==> config.mk <==
export PLATFORM = sky130hd
export DESIGN_NAME = conv_engine_p
export DESIGN_NICKNAME = d
export VERILOG_FILES = /design/src/rtl/conv_pkg.sv /design/src/rtl/conv_mac_sat.sv /design/src/rtl/conv_engine_p.sv
export SDC_FILE = /design/constraint.sdc
export NUM_CORES = 1
export LEC_CHECK = 0
export CAP_MARGIN = 0
export CORE_UTILIZATION = 35
export DETAILED_ROUTE_END_ITERATION = 8
export GPL_TIMING_DRIVEN = 0
export PLACE_DENSITY = 0.61
export SYNTH_ARGS = -nofsm -noshare
export SYNTH_HDL_FRONTEND = slang
export SYNTH_HIERARCHICAL = 1
export SYNTH_SLANG_ARGS = --single-unit
==> constraint.sdc <==
create_clock -name clk -period 5.6 [get_ports clk]
set_input_delay 1.4 -clock clk [delete_from_list [all_inputs] [get_ports clk]]
set_output_delay 1.4 -clock clk [all_outputs]
set_load 0.03 [all_outputs]
==> src/rtl/conv_pkg.sv <==
// rtl/conv_pkg.sv - shared state encoding and derived-size helpers for the conv engine
//
// Purpose: holds the engine FSM state type and the functions that derive
// output dimensions, accumulator width and weight-address width from the
// engine parameters, so every file computes them the same way.
// Ports: none (package).
package conv_pkg;

  typedef enum logic [2:0] {
    ST_IDLE,
    ST_READ,
    ST_DRAIN,
    ST_WRITE,
    ST_DONE
  } conv_state_e;

  // Width of a counter that has to hold 0..n-1; never narrower than 1 bit.
  function automatic int clog2_min1(input int n);
    return (n > 1) ? $clog2(n) : 1;
  endfunction

  // Number of valid kernel positions along one image axis.
  function automatic int out_dim(input int img, input int k, input int stride);
    return (img - k) / stride + 1;
  endfunction

  // Wide enough for K*K products of an unsigned pixel and a signed weight.
  function automatic int acc_w(input int dw, input int k);
    return 2 * dw + $clog2(k * k) + 1;
  endfunction

  // Tap index width (ky*K+kx).
  function automatic int wa_w(input int k);
    return clog2_min1(k * k);
  endfunction

endpackage

==> src/rtl/conv_mac_sat.sv <==
// rtl/conv_mac_sat.sv - signed multiply-accumulate with clear and mode-selected saturation
//
// Purpose: accumulates pixel*weight products and presents the accumulator
// clamped to DATA_W bits, either unsigned (ReLU) or two's complement.
// Ports:
//   clk, rst_n   clock, asynchronous active-low reset
//   clr_i        load zero into the accumulator (product dropped)
//   en_i         add the current product
//   pix_i        unsigned pixel
//   wgt_i        signed weight
//   relu_i       1: clamp to [0, 2^DATA_W-1]; 0: clamp to signed DATA_W range
//   sat_o        saturated accumulator value
module conv_mac_sat #(
  parameter int DATA_W = 8,
  parameter int ACC_W  = 21
) (
  input  logic                     clk,
  input  logic                     rst_n,
  input  logic                     clr_i,
  input  logic                     en_i,
  input  logic [DATA_W-1:0]        pix_i,
  input  logic signed [DATA_W-1:0] wgt_i,
  input  logic                     relu_i,
  output logic [DATA_W-1:0]        sat_o
);

  localparam logic signed [ACC_W-1:0] UMAX = {{(ACC_W-DATA_W){1'b0}}, {DATA_W{1'b1}}};
  localparam logic signed [ACC_W-1:0] SMAX = {{(ACC_W-DATA_W+1){1'b0}}, {(DATA_W-1){1'b1}}};
  localparam logic signed [ACC_W-1:0] SMIN = {{(ACC_W-DATA_W+1){1'b1}}, {(DATA_W-1){1'b0}}};

  logic signed [ACC_W-1:0]  acc_q, acc_d;
  logic signed [2*DATA_W:0] prod;

  // Pixel is zero-extended so it stays non-negative in the signed product.
  assign prod = $signed({1'b0, pix_i}) * wgt_i;

  always_comb begin
    acc_d = acc_q;
    if (clr_i) begin
      acc_d = '0;
    end else if (en_i) begin
      acc_d = acc_q + ACC_W'(prod);
    end
  end

  always_ff @(posedge clk or negedge rst_n) begin
    if (!rst_n) begin
      acc_q <= '0;
    end else begin
      acc_q <= acc_d;
    end
  end

  always_comb begin
    sat_o = acc_q[DATA_W-1:0];
    if (relu_i) begin
      if (acc_q[ACC_W-1]) begin
        sat_o = '0;
      end else if (acc_q > UMAX) begin
        sat_o = '1;
      end
    end else begin
      if (acc_q > SMAX) begin
        sat_o = {1'b0, {(DATA_W-1){1'b1}}};
      end else if (acc_q < SMIN) begin
        sat_o = {1'b1, {(DATA_W-1){1'b0}}};
      end
    end
  end

endmodule

==> src/rtl/conv_engine_p.sv <==
// rtl/conv_engine_p.sv - parametrised KxK 2D convolution engine between IFMD and OFMD RAMs
//
// Purpose: on conv_start, walks every output position, reads the KxK window
// from IFMD, accumulates against a runtime-loaded signed weight file and
// writes the saturated result to OFMD, then pulses conv_done.
// Ports:
//   clk, rst_n                   clock, asynchronous active-low reset
//   conv_start, relu_en          run request and saturation mode (sampled in IDLE)
//   wgt_we, wgt_addr, wgt_in     weight file write port (IDLE only)
//   IFMD_read, read_addr         IFMD read request; IFMD_out returns a cycle later
//   IFMD_out                     pixel data from IFMD
//   OFMD_write, OFMD_addr, OFMD_in  result write port
//   busy, conv_done              run status and completion pulse
module conv_engine_p
  import conv_pkg::*;
#(
  parameter int DATA_W  = 8,
  parameter int IMG_W   = 8,
  parameter int IMG_H   = 8,
  parameter int K       = 3,
  parameter int STRIDE  = 1,
  parameter int ADDR_W  = 6,
  parameter int OADDR_W = 6
) (
  input  logic                     clk,
  input  logic                     rst_n,
  input  logic                     conv_start,
  input  logic                     relu_en,
  input  logic                     wgt_we,
  input  logic [wa_w(K)-1:0]       wgt_addr,
  input  logic signed [DATA_W-1:0] wgt_in,
  output logic                     IFMD_read,
  output logic [ADDR_W-1:0]        read_addr,
  input  logic [DATA_W-1:0]        IFMD_out,
  output logic                     OFMD_write,
  output logic [OADDR_W-1:0]       OFMD_addr,
  output logic [DATA_W-1:0]        OFMD_in,
  output logic                     busy,
  output logic                     conv_done
);

  localparam int OUT_W = out_dim(IMG_W, K, STRIDE);
  localparam int OUT_H = out_dim(IMG_H, K, STRIDE);
  localparam int ACC_W = acc_w(DATA_W, K);
  localparam int TW    = wa_w(K);
  localparam int NTAP  = K * K;
  localparam int XW    = clog2_min1(OUT_W);
  localparam int YW    = clog2_min1(OUT_H);
  localparam int KW    = clog2_min1(K);

  conv_state_e state_q, state_d;
  logic [XW-1:0] ox_q, ox_d;
  logic [YW-1:0] oy_q, oy_d;
  logic [KW-1:0] kx_q, kx_d, ky_q, ky_d;
  logic [TW-1:0] tap_q, tap_d;
  // Tap whose pixel is arriving this cycle; selects the weight for the MAC.
  logic [TW-1:0] ptap_q, ptap_d;
  logic          relu_q, relu_d;
  logic          mac_clr, mac_en;
  logic [DATA_W-1:0] sat;
  logic signed [DATA_W-1:0] wgt_q [NTAP];

  always_ff @(posedge clk or negedge rst_n) begin
    if (!rst_n) begin
      for (int i = 0; i < NTAP; i++) begin
        wgt_q[i] <= '0;
      end
    end else if (state_q == ST_IDLE && wgt_we && (32'(wgt_addr) < NTAP)) begin
      wgt_q[wgt_addr] <= wgt_in;
    end
  end

  always_ff @(posedge clk or negedge rst_n) begin
    if (!rst_n) begin
      state_q <= ST_IDLE;
      ox_q    <= '0;
      oy_q    <= '0;
      kx_q    <= '0;
      ky_q    <= '0;
      tap_q   <= '0;
      ptap_q  <= '0;
      relu_q  <= 1'b0;
    end else begin
      state_q <= state_d;
      ox_q    <= ox_d;
      oy_q    <= oy_d;
      kx_q    <= kx_d;
      ky_q    <= ky_d;
      tap_q   <= tap_d;
      ptap_q  <= ptap_d;
      relu_q  <= relu_d;
    end
  end

  always_comb begin
    state_d    = state_q;
    ox_d       = ox_q;
    oy_d       = oy_q;
    kx_d       = kx_q;
    ky_d       = ky_q;
    tap_d      = tap_q;
    ptap_d     = ptap_q;
    relu_d     = relu_q;
    IFMD_read  = 1'b0;
    OFMD_write = 1'b0;
    conv_done  = 1'b0;
    mac_clr    = 1'b0;
    mac_en     = 1'b0;
    case (state_q)
      ST_IDLE: begin
        if (conv_start) begin
          relu_d  = relu_en;
          ox_d    = '0;
          oy_d    = '0;
          kx_d    = '0;
          ky_d    = '0;
          tap_d   = '0;
          state_d = ST_READ;
        end
      end
      ST_READ: begin
        IFMD_read = 1'b1;
        // The first tap has no pixel in flight yet, so it only clears.
        if (tap_q == '0) begin
          mac_clr = 1'b1;
        end else begin
          mac_en = 1'b1;
        end
        ptap_d = tap_q;
        tap_d  = tap_q + 1'b1;
        if (kx_q == KW'(K - 1)) begin
          kx_d = '0;
          ky_d = ky_q + 1'b1;
        end else begin
          kx_d = kx_q + 1'b1;
        end
        if (tap_q == TW'(NTAP - 1)) begin
          tap_d   = '0;
          kx_d    = '0;
          ky_d    = '0;
          state_d = ST_DRAIN;
        end
      end
      ST_DRAIN: begin
        mac_en  = 1'b1;
        state_d = ST_WRITE;
      end
      ST_WRITE: begin
        OFMD_write = 1'b1;
        state_d    = ST_READ;
        if (ox_q == XW'(OUT_W - 1)) begin
          ox_d = '0;
          if (oy_q == YW'(OUT_H - 1)) begin
            oy_d    = '0;
            state_d = ST_DONE;
          end else begin
            oy_d = oy_q + 1'b1;
          end
        end else begin
          ox_d = ox_q + 1'b1;
        end
      end
      ST_DONE: begin
        conv_done = 1'b1;
        state_d   = ST_IDLE;
      end
      default: begin
        state_d = ST_IDLE;
      end
    endcase
  end

  conv_mac_sat #(
    .DATA_W(DATA_W),
    .ACC_W (ACC_W)
  ) u_mac (
    .clk   (clk),
    .rst_n (rst_n),
    .clr_i (mac_clr),
    .en_i  (mac_en),
    .pix_i (IFMD_out),
    .wgt_i (wgt_q[ptap_q]),
    .relu_i(relu_q),
    .sat_o (sat)
  );

  assign busy = (state_q == ST_READ) || (state_q == ST_DRAIN) || (state_q == ST_WRITE);

  assign read_addr = (state_q == ST_READ) ?
      (ADDR_W'(oy_q) * ADDR_W'(STRIDE) + ADDR_W'(ky_q)) * ADDR_W'(IMG_W)
      + ADDR_W'(ox_q) * ADDR_W'(STRIDE) + ADDR_W'(kx_q) : '0;

  assign OFMD_addr = (state_q == ST_WRITE) ?
      OADDR_W'(oy_q) * OADDR_W'(OUT_W) + OADDR_W'(ox_q) : '0;

  assign OFMD_in = (state_q == ST_WRITE) ? sat : '0;

endmodule

## Word-level counts from Yosys, hierarchy flattened

Index checks and enable logic that the tools add are counted.
W data, S select, Z words.

| cells by class | value |
|---|---|
| bitwise gates (word level) | 2 |
| $mul | 2 |
| eq/ne operators | 12 |
| order comparisons | 7 |
| reduce and logical (&&, ||, !) cells | 16 |
| $add $sub $neg | 10 |
| multiplexer cells | 44 |

Operators with widths:

| cell | count |
|---|---|
| $bwmux W72 | 1 |
| $mux W8 | 9 |
| $mux W21 | 2 |
| $bmux W8 S4 | 1 |
| $demux W8 S4 | 1 |
| $mux W3 | 8 |
| $add A21 B17 Y21 | 1 |
| $gt A21 B8 Y1 const B | 1 |
| $gt A21 B9 Y1 const B | 1 |
| $lt A21 B8 Y1 const B | 1 |
| $mul A9 B8 Y17 | 1 |
| $add A6 B3 Y6 | 2 |
| $mux W6 | 2 |
| $pmux W3 S2 | 2 |
| $pmux W3 S4 | 1 |
| $ge A5 B5 Y1 const B | 2 |
| $mux W2 | 5 |
| $not A4 Y5 | 2 |
| $eq A3 B3 Y1 const B | 3 |
| $mux W4 | 2 |
| $pmux W2 S2 | 2 |
| $pmux W4 S2 | 1 |
| $reduce_and A2 Y1 | 4 |
| $add A3 B1 Y3 const B | 2 |
| other kinds (21) | 36 |

| storage, ports and cells | value |
|---|---|
| bits of input ports | 25 |
| output and inout bits | 24 |
| word-level logic and storage cells | 111 |
| register bits | 115 |

## Depth between registers and ports, before layout

| logic depth | value |
|---|---|
| depth in word-level cells | 8 |
| gate-level depth with buffers | 26 |
| mapped depth without buffers | 22 |

## Hierarchy

The synthesis kept the hierarchy.

Modules (own cells, without submodules):

| module | times used | seq. area each (um^2) | cells each | area an instance (um^2) |
|---|---|---|---|---|
| conv_engine_p | 1 | 2352.3 | 404 | 4887.2 |
| conv_mac_sat | 1 | 525.5 | 440 | 4073.9 |

## Worst setup path before layout

OpenSTA, ideal clock, no wires.

| timing path | value |
|---|---|
| kind | reg-to-reg |
| start point | register ptap_q[0] |
| end point | register u_mac.acc_q[20] |
| arrival time | 6.074 ns |
| stages on the path, launching flop included | 23 |
| path slack | -0.599 ns |
| buffers on the path | 3 |
| path through | dfrtp_1 buf_2 buf_2 buf_2 nor4b_2 nand2_1 nand2_1 inv_1 nor2_1 fa_1 fa_1 inv_1 fa_1 inv_1 fa_1 ha_1 ha_1 a211oi_2 nor2_2 nor4bb_4 o21ai_1 o211ai_2 mux2_4 |

| between the ends | value |
|---|---|
| longest elaborated chain between the ends | 8 |

Ends and longest elaborated chain:

| item | line | text |
|---|---|---|
| start: declaration | conv_engine_p.sv:57 | `logic [TW-1:0] ptap_q, ptap_d;` |
| start signal: assignment | conv_engine_p.sv:90 | `ptap_q <= ptap_d;` |
| $not A4 Y5 (implied by the code) | conv_engine_p.sv:182 | `.wgt_i (wgt_q[ptap_q]),` |
| $bmux W8 S4 | conv_engine_p.sv:182 |  |
| $mux W8 (implied by the code) (2 in series) | conv_engine_p.sv:182 |  |
| $mul A9 B8 Y17 | conv_mac_sat.sv:35 | `assign prod = $signed({1'b0, pix_i}) * wgt_i;` |
| $add A21 B17 Y21 | conv_mac_sat.sv:42 | `acc_d = acc_q + ACC_W'(prod);` |
| $mux W21 | conv_mac_sat.sv:41 | `end else if (en_i) begin` |
| $mux W21 | conv_mac_sat.sv:39 | `if (clr_i) begin` |
| end signal: assignment | conv_mac_sat.sv:48 | `acc_q <= '0;` |
| end signal: assignment | conv_mac_sat.sv:50 | `acc_q <= acc_d;` |
| end: declaration | conv_mac_sat.sv:31 | `logic signed [ACC_W-1:0] acc_q, acc_d;` |

Every way passes these cells. The select of a mux whose other input is x is not followed.
A chain may end at the register's enable or synchronous reset.

## Worst setup path after layout

Same ends and word-level chain as after synthesis.

==> summary.md <==
| Metric | Value |
|---|---|
| TritonCTS Buffers | 17 |
| Ranking of synthesized cells by area | dfrtp_1 32%, fa_1 12%, ha_1 10% |
| Fmax | 172 MHz |
| Yosys warns | 6 |
| Initial antenna violation count | 0 |
| Post-synth top flop | dfrtp_1 |
| Global route total overflow | 0 |
| Initial DRC count | 355 |
| Largest net degree at the start of global routing | 69 |
| Final setup margin | -0.200 ns |
| Final core occ | 0.449 |
| First-pass GRT wire length | between 30 and 40 mm |
| R2r worst-path depth | 19 |
| Die height | approximately 160 µm |
| Crit. End Element | flip-flop |
| Post-Syn Nets | ~1000 |
| Worst reg-to-reg setup slack | -0.20 ns |
| Netlist cell types | 66 |
| # rows | just under 60 |
| Clk buf depth | 2 |
| FF+latch count, synth | 115 |
| Hold worst-path end | wgt_q[49] |
| Via density | around 5 |
| Post-DRT Antenna Nets | 0 |
| Layout cell share with drive strength beyond 1 | 0.267 |
| Tmin final | between 5 and 6 ns |
| Min-Delay Path Class | reg2reg |
| Post-route DRC violation count | 0 |
| First drt pass iteration count | 5 |
| Failing checks | negative setup slack |
| Max-slew violation count | 0 |
| Vias in the first global route | between 6k and 7k |
| Kind of critical path | reg2reg |
| Nets | roughly 1.1k |
| Post-synth top area cell | dfrtp_1 |
| Initial core utilization | 0.356 |
| Syn avg cell area | 10.6 µm² |
| Critical Path Max Stage Delay | just under 0.6 ns |
| H-Tree Depth | 4 |
| Crit-path cells | buf_6, buf_4, mux4_2, o221ai_2, nand2_2, buf_4, and2_1, fa_1, fa_1, fa_1, fa_1, ha_4, ha_4, a21o_1, nand2_1, nor4bb_4, o21ai_2, o211ai_2, mux2_4 |
| RSZ-0062 raised after global routing | true |
| Worst hold start | wgt_q[49] |
| Port Buf Inserts | 47 |
| Worst skew pair latency | just over 0.4 ns |
| CP Max Fanout | 7 |
| Final setup viols | 6 |
| GRT Resource Usage Total | 0.166 |
| Critical Path Start Type | flip-flop |
| Vias | around 6.4k |
| # diodes | 0 |
| Total clock sinks | between 100 and 150 |
| Synth Instances | between 800 and 900 |
| TritonCTS clock tree | built |
| Tightest Pin Transition | a little over 1 ns |
| Most common cell in the netlist | dfrtp_1 |
| RePlAce Congestion | around 0.81 |
| RR Endpoint | u_mac/acc_q[20] |
| Synth Cell Area | 8960 µm² |
| Required time worst endpoint | around 5.9 ns |
| Root buffer cell | clkbuf_16 |
| CP most frequent cell | fa_1 |
| Most frequent cells after synthesis | 115 x dfrtp_1, 81 x inv_1, 81 x mux2_2 |
| Crit path max-delay cell type | fa_1 |
| WL/cell | around 16 µm |
| Io pins | a little under 50 |
| Die W | 162 µm |
| Post-synthesis sequential area ratio | 0.321 |
| WL final | around 20 mm |
| Core ar. | between 20000 and 30000 µm² |
| Ratio of final minimum period to clock period | 1.04 |
| CP Data Arrival Time | a little over 6 ns |
| Final Hold Fails | 0 |
| Die area | 26200 µm² |
| Async S/R FF share, synth | 1.00 |
| Reg-to-Reg Start | ptap_q[0] |
| Worst hold path stage count | 1 |
| Outcome | complete, but fails checks |
| Post-synth EDFFs | 0 |
| Max capacitance violation total | 0 |
| Post-DP HPWL | ~15 mm |
| Clk_skew | between 0.007 and 0.008 ns |
| Share of the synthesized area in the top cell type | 0.321 |
| Slew margin rel. | 0.312 |
| Area Overhead vs Synth | 26.2% |
| Reg clk slew, reported paths | roughly 0.060 ns |
| Hold_buf cts | 0 |
[worst max-delay path, delay by kind of cell (launching register included)]
family,cells,cell delay [ns]
flip-flops,1,0.34
AO/OA/AOI/OAI,4,0.71
multiplexers,2,0.83
AND/OR/NAND/NOR,4,0.80
buffers and inverters,3,0.45
adder cells (fa/ha/maj),6,2.53
[area by class of cell]
type,instances,area [µm²]
buffer,26,169
multi-input combinational,618,6130
timing repair buffer,80,805
clock inverter,13,160
inverter,81,312
clock buffer,19,443
tap,330,413
fill,2363,13900
sequential,115,2880
[how the worst max path moves through the flow]
stage | start | to | slack, ns
4_1_cts | ptap_q[0] | u_mac/acc_q[20] | -0.18
3_3_place_gp | rst_n | wgt_q[31] | -1.48
6_report | ptap_q[0] | u_mac/acc_q[20] | -0.20
3_5_place_dp | IFMD_out[5] | u_mac/acc_q[20] | -0.94
5_1_grt | ptap_q[0] | u_mac/acc_q[18] | -0.36
2_1_floorplan | ptap_q[1] | u_mac/acc_q[20] | 0.002
[metrics by stage]
stage	instance area, µm²	TNS (ns)	hold slack (ns)	std cells	setup slack (ns)
after CTS	11200	-0.673	0.505	1278	-0.177
final	11300	-0.539	0.502	1282	-0.200
after global placement	9940	-177.90	0.484	1221	-1.48
after global routing	11300	-1.84	0.512	1282	-0.365
after detailed placement	9970	-8.93	0.492	1222	-0.944
after floorplan	9060	0	0.475	844	0.00249
[layer usage]
metal | part of all wire | vias up | global-route usage
met3 | 0.027 | 25 | 0.0289
li1 | - | 3119 | -
met2 | 0.48 | 81 | 0.270
met4 | 0.015 | 0 | 0.0506
met1 | 0.48 | 3207 | 0.226
met5 | 0 | - | 0
[what timing repair did]
| action | in CTS | in global routing |
|---|---|---|
| pin swaps | 54 | 26 |
| cloned | 1 | 0 |
| buffers inserted | 26 | 5 |
| gates resized for setup | 79 | 30 |
| endpoints found under the setup margin | 13 | 10 |
[cell families after synthesis]
group / after synthesis / synth area share
AND/OR/NAND/NOR: 232 / 0.141
adder cells (fa/ha/maj): 130 / 0.228
AO/OA/AOI/OAI: 121 / 0.0913
flip-flops: 115 / 0.321
buffers and inverters: 111 / 0.0486
multiplexers: 111 / 0.147
XOR/XNOR: 24 / 0.0235
[state kept, by name (all words and copies together) (netlist names), 3 cells and up]
| register | flops |
|---|---|
| tap_q | 4 |
| ptap_q | 4 |
| wgt_q | 72 |
| oy_q | 3 |
| state_q | 3 |
| u_mac/acc_q | 21 |
| ox_q | 3 |
[placed cells by master (no fill, tap or decap), types with 5 or more instances in the layout]
cell type        synthesis  layout
dfrtp_1                115     114
mux2_2                  81      81
inv_1                   81      78
ha_1                    75      63
nand2_1                 73      60
fa_1                    55      48
nor2_1                  45      41
and2_1                  41      39
clkdlybuf4s50_1          0      38
a21oi_1                 33      31
buf_4                    2      23
mux2i_1                 21      21
xnor2_1                 19      17
clkbuf_16                0      17
o21ai_0                 15      14
o22ai_1                 14      14
clkbuf_1                17      12
nand2b_1                12      11
buf_6                    0      10
a31oi_1                 11      10
ha_4                     0      10
mux4_2                   8       8
nor2b_1                  8       8
dlygate4sd2_1            0       8
nand3_1                  8       7
nand2_4                  0       7
nand4_1                  7       7
fa_2                     0       7
buf_2                    9       6
nand2_2                  0       6
a21o_1                   5       5
xor2_1                   5       5
clkinvlp_4               0       5
o21a_1                   5       5
Power is left out: the tool's default activity adds up to more than one toggle a clock period on the data nets, which glitch-free logic cannot reach.
